**src/rtl/hazard_ctrl.sv**
```systemverilog
// Load-use stall and taken-branch flush controller for the IF/ID and ID/EX registers.
// Performance counters are built only when HAZARD_PERF_CNT_EN is defined.
module hazard_ctrl #(
    parameter int LOAD_STALL   = 1,
    parameter int BRANCH_EXTRA = 0,
    parameter int CNT_W        = 32
) (
    input  logic             clk,
    input  logic             reset_n,
    input  logic [4:0]       id_rs,
    input  logic [4:0]       id_rt,
    input  logic             id_uses_rt,
    input  logic             ex_mem_read,
    input  logic [4:0]       ex_rt,
    input  logic             ex_branch,
    input  logic             ex_branch_taken,
    output logic             pc_write,
    output logic             if_id_write,
    output logic             if_id_flush,
    output logic             id_ex_flush,
    output logic [CNT_W-1:0] stall_cnt,
    output logic [CNT_W-1:0] flush_cnt
);

    typedef enum logic [1:0] {
        ST_RUN,
        ST_STALL,
        ST_FLUSH
    } state_e;

    state_e     state_q, state_d;
    logic [2:0] rem_q, rem_d;
    logic       hzd;
    logic       tkn;

    assign hzd = ex_mem_read && (ex_rt != 5'd0) &&
                 ((ex_rt == id_rs) || (id_uses_rt && (ex_rt == id_rt)));
    // The branch in EX is older than the load-use pair, so it wins.
    assign tkn = ex_branch && ex_branch_taken;

    always_comb begin
        state_d     = state_q;
        rem_d       = rem_q;
        pc_write    = 1'b1;
        if_id_write = 1'b1;
        if_id_flush = 1'b0;
        id_ex_flush = 1'b0;

        case (state_q)
            ST_RUN: begin
                if (tkn) begin
                    if_id_flush = 1'b1;
                    id_ex_flush = 1'b1;
                    if (BRANCH_EXTRA > 0) begin
                        state_d = ST_FLUSH;
                        rem_d   = 3'(BRANCH_EXTRA);
                    end
                end else if (hzd) begin
                    pc_write    = 1'b0;
                    if_id_write = 1'b0;
                    id_ex_flush = 1'b1;
                    if (LOAD_STALL > 1) begin
                        state_d = ST_STALL;
                        rem_d   = 3'(LOAD_STALL - 1);
                    end
                end
            end
            ST_STALL: begin
                // EX holds a bubble here, so the hazard is not re-evaluated.
                pc_write    = 1'b0;
                if_id_write = 1'b0;
                id_ex_flush = 1'b1;
                rem_d       = rem_q - 3'd1;
                if (rem_q <= 3'd1) state_d = ST_RUN;
            end
            ST_FLUSH: begin
                if_id_flush = 1'b1;
                id_ex_flush = 1'b1;
                rem_d       = rem_q - 3'd1;
                if (rem_q <= 3'd1) state_d = ST_RUN;
            end
            default: begin
                state_d = ST_RUN;
                rem_d   = 3'd0;
            end
        endcase

        // Hold both pipeline registers empty while reset is asserted.
        if (!reset_n) begin
            pc_write    = 1'b0;
            if_id_write = 1'b0;
            if_id_flush = 1'b1;
            id_ex_flush = 1'b1;
        end
    end

    always_ff @(posedge clk or negedge reset_n) begin
        if (!reset_n) begin
            state_q <= ST_RUN;
            rem_q   <= 3'd0;
        end else begin
            // NOTE: state flops use non-blocking assignment so every register samples pre-edge values.
            state_q <= state_d;
            rem_q   <= rem_d;
        end
    end

`ifdef HAZARD_PERF_CNT_EN
    localparam logic [CNT_W-1:0] CNT_ONE = {{(CNT_W-1){1'b0}}, 1'b1};

    logic             stall_slot;
    logic             flush_redirect;
    logic [CNT_W-1:0] stall_cnt_q, stall_cnt_d;
    logic [CNT_W-1:0] flush_cnt_q, flush_cnt_d;

    assign stall_slot     = (state_q == ST_STALL) || ((state_q == ST_RUN) && !tkn && hzd);
    assign flush_redirect = (state_q == ST_RUN) && tkn;

    // Saturate at all-ones rather than wrapping.
    always_comb begin
        stall_cnt_d = stall_cnt_q;
        flush_cnt_d = flush_cnt_q;
        if (stall_slot && !(&stall_cnt_q))     stall_cnt_d = stall_cnt_q + CNT_ONE;
        if (flush_redirect && !(&flush_cnt_q)) flush_cnt_d = flush_cnt_q + CNT_ONE;
    end

    always_ff @(posedge clk or negedge reset_n) begin
        if (!reset_n) begin
            stall_cnt_q <= '0;
            flush_cnt_q <= '0;
        end else begin
            stall_cnt_q <= stall_cnt_d;
            flush_cnt_q <= flush_cnt_d;
        end
    end

    assign stall_cnt = stall_cnt_q;
    assign flush_cnt = flush_cnt_q;
`else
    assign stall_cnt = '0;
    assign flush_cnt = '0;
`endif

endmodule

```
**config.mk**
```make
export PLATFORM = sky130hd
export DESIGN_NAME = hazard_ctrl
export DESIGN_NICKNAME = d
export VERILOG_FILES = /design/src/rtl/hazard_ctrl.sv
export SDC_FILE = /design/constraint.sdc
export NUM_CORES = 1
export LEC_CHECK = 0
export ABC_AREA = 1
export CORE_MARGIN = 4
export CORE_UTILIZATION = 28
export DETAILED_ROUTE_END_ITERATION = 10
export PLACE_DENSITY = 0.92
export SLEW_MARGIN = 5
export SYNTH_ARGS = -nofsm -noshare
export SYNTH_HDL_FRONTEND = slang
export SYNTH_SLANG_ARGS = --single-unit
```
**constraint.sdc**
```tcl
create_clock -name clk -period 1 [get_ports clk]
set_input_delay 0.15 -clock clk [delete_from_list [all_inputs] [get_ports clk]]
set_output_delay 0.15 -clock clk [all_outputs]
set_load 0.02 [all_outputs]
```
==> results of run 1 <==
## cell usage after synthesis
| master | instances | share of area (%) |
|---|---|---|
| nor2_1 | 9 | 4.6 |
| inv_1 | 11 | 5.6 |
| o21ai_0 | 1 | 0.68 |
| xnor2_1 | 1 | 1.2 |
| nand2_1 | 28 | 14 |
| nand2_2 | 1 | 0.86 |
| nand3_1 | 5 | 3.4 |
| inv_2 | 4 | 2.1 |
| conb_1 | 1 | 0.51 |
| buf_4 | 65 | 67 |
## metal layers
layer	part of all wire (%)	routed length [µm]	track usage (%)	vias up
met5	0	0	0	-
li1	-	-	-	287
met3	16	201	0.654	0
met2	52	669	10.1	42
met4	0	0	0	0
met1	32	411	7.27	223
## final timing paths
| path | endpoint | slack (ns) | depth (start not counted) |
|---|---|---|---|
| hold / removal | id_ex_flush | 0.74 | 6 |
| setup / recovery | pc_write | -0.08 | 9 |
## kinds of logic (layout without fill, tap and decap cells)
kind of cell              after synthesis  after routing  synth area share [%]
buffers and inverters                  80             39                  74.4
xor gates and xnor gates                1              1                  1.20
and+or+nand+nor                        43             43                  23.2
other                                   1             64                 0.512
AOI/OAI and AO/OA                       1              1                 0.683
## cell type report
cell class | count | area [µm²]
multi-input cells | 109 | 457
inverters | 15 | 56.3
repair buffers | 24 | 246
well taps | 30 | 37.5
fillers | 291 | 1680
## stage by stage
step,hold WS [ns],power [W],std cells,setup WS [ns]
floorplan,0.421,0.000483,189,0.00994
global placement,1.38,0.000405,178,-1.04
detailed placement,1.39,0.000409,178,-1.04
CTS,0.744,0.000395,178,-0.129
global route,0.787,0.000468,178,-0.188
finish,0.742,0.000431,178,-0.0764
## what timing repair did
action / CTS / global route
resized for setup: 99 / 22
hold buffers: 0 / 0
endpoints found under the setup margin: 4 / 3
pin swaps: 19 / 17
## power by group through the flow
stage          registers [W]  clock network [W]  logic, W
6_report                   0                  0  0.000431
5_1_grt                    0                  0  0.000468
4_1_cts                    0                  0  0.000395
3_5_place_dp               0                  0  0.000409
3_3_place_gp               0                  0  0.000405
2_1_floorplan              0                  0  0.000483
## worst min-delay path, cell delays in order
cell and delay, ns:
buf_8 0.08, o21ai_1 0.06, inv_1 0.06, nand2_1 0.05, nand3_1 0.07, buf_6 0.12
==> summary.txt, run 1 <==
Global routing
  – Largest net degree at the start of global routing: 5
  – First-pass GRT wire length: 1610 µm
  – Initial antenna violation count: 0
  – Tot GR Track Use: 5.50%
  – Vias in the first global route: 393
  – Grt ovf: 0

Cells and area
  – Clock buffers: 0
  – FFs & Latches: 0
  – FF+latch area: 0 µm²
  – Most common cell after layout, fill and taps aside: conb_1
  – Final-stage net count: 171
  – Inserted Diodes: 0
  – Share of layout cells above drive strength 1: 25.0%
  – Area Growth Syn to Fin: 8.89%
  – Commonest cells after routing, fill and taps aside: conb_1, nand2_1, buf_6, inv_2
  – Design area: 797 µm²
  – Final Core Density: 32.2%

STA
  – Fin crit period: 1.08 ns
  – RSZ-0062 raised after global routing: yes
  – Final Cycle Share: 108%
  – Setup violators final: 3
  – Final hold vios: 0
  – Worst setup margin: -0.0764 ns
  – Max-slew violations: 0
  – Max Fclk: 929 MHz
  – Sum Neg Setup Slack: -0.186 ns

Critical path
  – Cells along the critical path: buf_12 > nor2_1 > nand3_1 > o21ai_1 > inv_1 > nand3_1 > nand2_1 > inv_2 > buf_6
  – Setup CP Type: in2out
  – WP buf/inv: 4
  – Crit-path slowest cell: o21ai_1
  – Largest stage delay, worst path: 0.12 ns
  – Max FO, Critical Path: 4
  – CP required: 0.85 ns
  – CP Capture Type: output pin
  – Top delay family on crit path: buffers and inverters
  – CP Launch Type: input pin
  – CP startpoint: ex_rt[2]
  – Crit path DAT: 0.93 ns
  – Most used cell, CP: nand3_1

Min path
  – HP Class: in2out
  – Hold_sp: ex_rt[4]

Detailed routing
  – Vias per inst: 3.10
  – Drt drc: 0
  – Final WL: 1280 µm
  – Detailed router's first-iteration violation count: 12
  – ANT nets after route: 0
  – DRT Pass-1 Iters: 2
  – WL/cell: 7.20 µm
  – DR vias: 552

Clock network
  – Number of post-CTS setup repair buffers: 0

Pwr
  – Leak pwr: 0.536 nW
  – Worst IR Drop VDD: 0.000173 V
  – Sw Ratio: 72.0%
  – Seq pwr share: 0%
  – Comb pwr share: 100.0%
  – Psw: 0.000311 W
  – PD cells: 541 nW/µm²
  – Int Pwr: 0.000121 W
  – Clock Power Share: 0%

Synth
  – Synth cell types: 10
  – Post-Synthesis Cell Area: 732 µm²
  – Synth Warn #: 0
  – Post-synthesis sequential area ratio: 0%
  – Syn Area/Cell: 5.81 µm²
  – Mapped Cells: 126

Floorplan
  – Row cnt: 18
  – Die ar.: 3500 µm²
  – Die W: 59.1 µm
  – Core Region: 2480 µm²
  – Initial Utilization: 29.5%
  – Die height: 59.1 µm
  – IO Pins: 89

Outcome
  – Failing checks: setup timing
  – Status: finished with violations

Placement
  – Area after DPL: 758 µm²
  – Port Buffers: 24
  – Final HPWL DP: 1230 µm
  – GPL Wtd Cong: 0.713

Flow run
  – Total of max-cap violations: 0
Power figures use the tool's default switching activity.
==> inputs of run 2 (changes only) <==
- GPL_ROUTABILITY_DRIVEN: unset -> 0
==> results of run 2 <==
Final layout, timing and power as in run 1 (identical DEF).
==> inputs of run 3 (changes only) <==
- GPL_TIMING_DRIVEN: unset -> 0
==> summary.txt, run 3 (synthesis results as in run 1) <==
Outcome
  – Status: finished with violations
  – Failing checks: setup timing

Global routing
  – Tot GR Track Use: 8.32% (+2.8 points)
  – First-pass GRT wire length: 2450 µm (+52%)
  – Grt ovf: 0 (unchanged)
  – Initial antenna violation count: 0 (unchanged)
  – Vias in the first global route: 615 (+56%)
  – Largest net degree at the start of global routing: 5 (unchanged)

Detailed routing
  – Vias per inst: 3.03 (-2.2%)
  – ANT nets after route: 0 (unchanged)
  – Detailed router's first-iteration violation count: 1 (-11)
  – Drt drc: 0 (unchanged)
  – WL/cell: 6.76 µm (-6.2%)
  – Final WL: 1650 µm (+29%)
  – DR vias: 740 (+34%)
  – DRT Pass-1 Iters: 2 (unchanged)

Cells and area
  – Final-stage net count: 237 (+39%)
  – Clock buffers: 0 (unchanged)
  – Area Growth Syn to Fin: 78.8%
  – Multi-input gate area: 457 µm² (unchanged)
  – Final Core Density: 52.8% (+21 points)
  – # fillers: 258 (-11%)
  – Share of layout cells above drive strength 1: 49.1% (+24 points)
  – FF+latch area: 0 µm² (unchanged)
  – Most common cell after layout, fill and taps aside: buf_4
  – Inserted Diodes: 0 (unchanged)
  – FFs & Latches: 0 (unchanged)
  – Commonest cells after routing, fill and taps aside: buf_4, conb_1, nand2_1, buf_6, inv_1

Pwr
  – Worst IR Drop VDD: 0.000223 V (+29%)
  – PD cells: 493 nW/µm² (-8.9%)
  – Leak pwr: 0.903 nW (+68%)

STA
  – Final hold vios: 0 (unchanged)
  – Max Fclk: 858 MHz (-7.6%)
  – Max-slew violations: 0 (unchanged)
  – Sum Neg Setup Slack: -0.330 ns (-0.144 ns)
  – Worst hold margin: 0.621 ns (-0.120 ns)
  – Worst setup margin: -0.165 ns (-0.0891 ns)
  – Fin crit period: 1.17 ns (+0.0891 ns)
  – Setup violators final: 3 (unchanged)
  – Final Cycle Share: 117% (+8.9 points)
  – RSZ-0062 raised after global routing: yes

Min path
  – Worst hold path depth: 3 (-3)
  – WHS Endpoint: if_id_flush
  – HP Class: in2out
  – Hold_sp: reset_n

Critical path
  – CP Launch Type: input pin
  – Most used cell, CP: nand2_1
  – WP buf/inv: 4 (unchanged)
  – CP required: 0.85 ns (about the same)
  – CP Capture Type: output pin
  – Max FO, Critical Path: 4 (unchanged)
  – Crit path DAT: 1.02 ns (+0.09 ns)
  – Crit-path slowest cell: buf_6
  – Largest stage delay, worst path: 0.12 ns (about the same)
  – Setup CP Type: in2out
  – Cells along the critical path: buf_8 > nand2_1 > nand2_1 > nor2_2 > nand3_1 > nand2_1 > nand3_1 > nand2_1 > inv_2 > buf_6 > buf_6
  – Top delay family on crit path: simple AND/OR/NAND/NOR gates

Placement
  – Port Buffers: 24 (unchanged)
  – Final HPWL DP: 1570 µm (+27%)

Floorplan
  – Row cnt: 18 (unchanged)
  – IO Pins: 89 (unchanged)
  – Core Region: 2480 µm² (unchanged)
  – Die W: 59.1 µm (unchanged)
  – Die ar.: 3500 µm² (unchanged)
  – Die height: 59.1 µm (unchanged)
  – Initial Utilization: 29.5% (unchanged)

Flow run
  – Total of max-cap violations: 0 (unchanged)
==> run 3: cell types whose count changed in the layout (fill, tap and decap cells not counted), sizes merged <==
cell and delta:
buf +66, clkbuf +1, clkdlybuf4s15 -1, dlygate4sd2 -1, dlymetal6s2s +1
==> run 3: final cells by class <==
class	count	area share (%)
Buffer	65	37.6
Inverter	15	4.88
Multi-Input combinational cell	109	34.9
Tap cell	30	2.87
Timing Repair Buffer	25	19.8
==> run 3: metrics by stage <==
step	instance area (µm²)	setup WS (ns)	cells	total power (W)
floorplan	972	0.00994	189	0.000483
global placement	1250	-1.10	243	0.000602
detailed placement	1250	-1.09	243	0.000605
CTS	1210	-0.229	244	0.000590
global route	1310	-0.237	244	0.000695
finish	1310	-0.165	244	0.000645
==> run 3: how the worst max path moves through the flow <==
stage,cells past startpoint,start,to,slack (ns)
floorplan,8,ex_rt[2],pc_write,0.01
global placement,10,ex_rt[2],pc_write,-1.10
detailed placement,12,ex_rt[4],pc_write,-1.09
CTS,12,ex_rt[1],pc_write,-0.23
global route,12,ex_rt[4],pc_write,-0.24
finish,11,ex_rt[4],pc_write,-0.17
==> run 3: where the power goes <==
part	internal (W)	switching [W]
Sequential	0	0
Combinational	0.000296	0.000349
Clock	0	0
==> run 3: what timing repair did <==
item,4_1_cts,5_1_grt
resized for setup,96,32
pin swaps,24,18
buffers inserted,1,0
endpoints found under the setup margin,4,4
hold buffers,0,0
==> run 3: metal layers <==
layer | up-vias | global-route usage, % | part of all wire (%) | routed length (µm)
met5 | - | 0 | 0 | 0
met4 | 0 | 0 | 0 | 0
met3 | 0 | 0.654 | 11 | 183
met2 | 42 | 16.6 | 55 | 915
met1 | 279 | 10.1 | 33 | 550
li1 | 419 | - | - | -
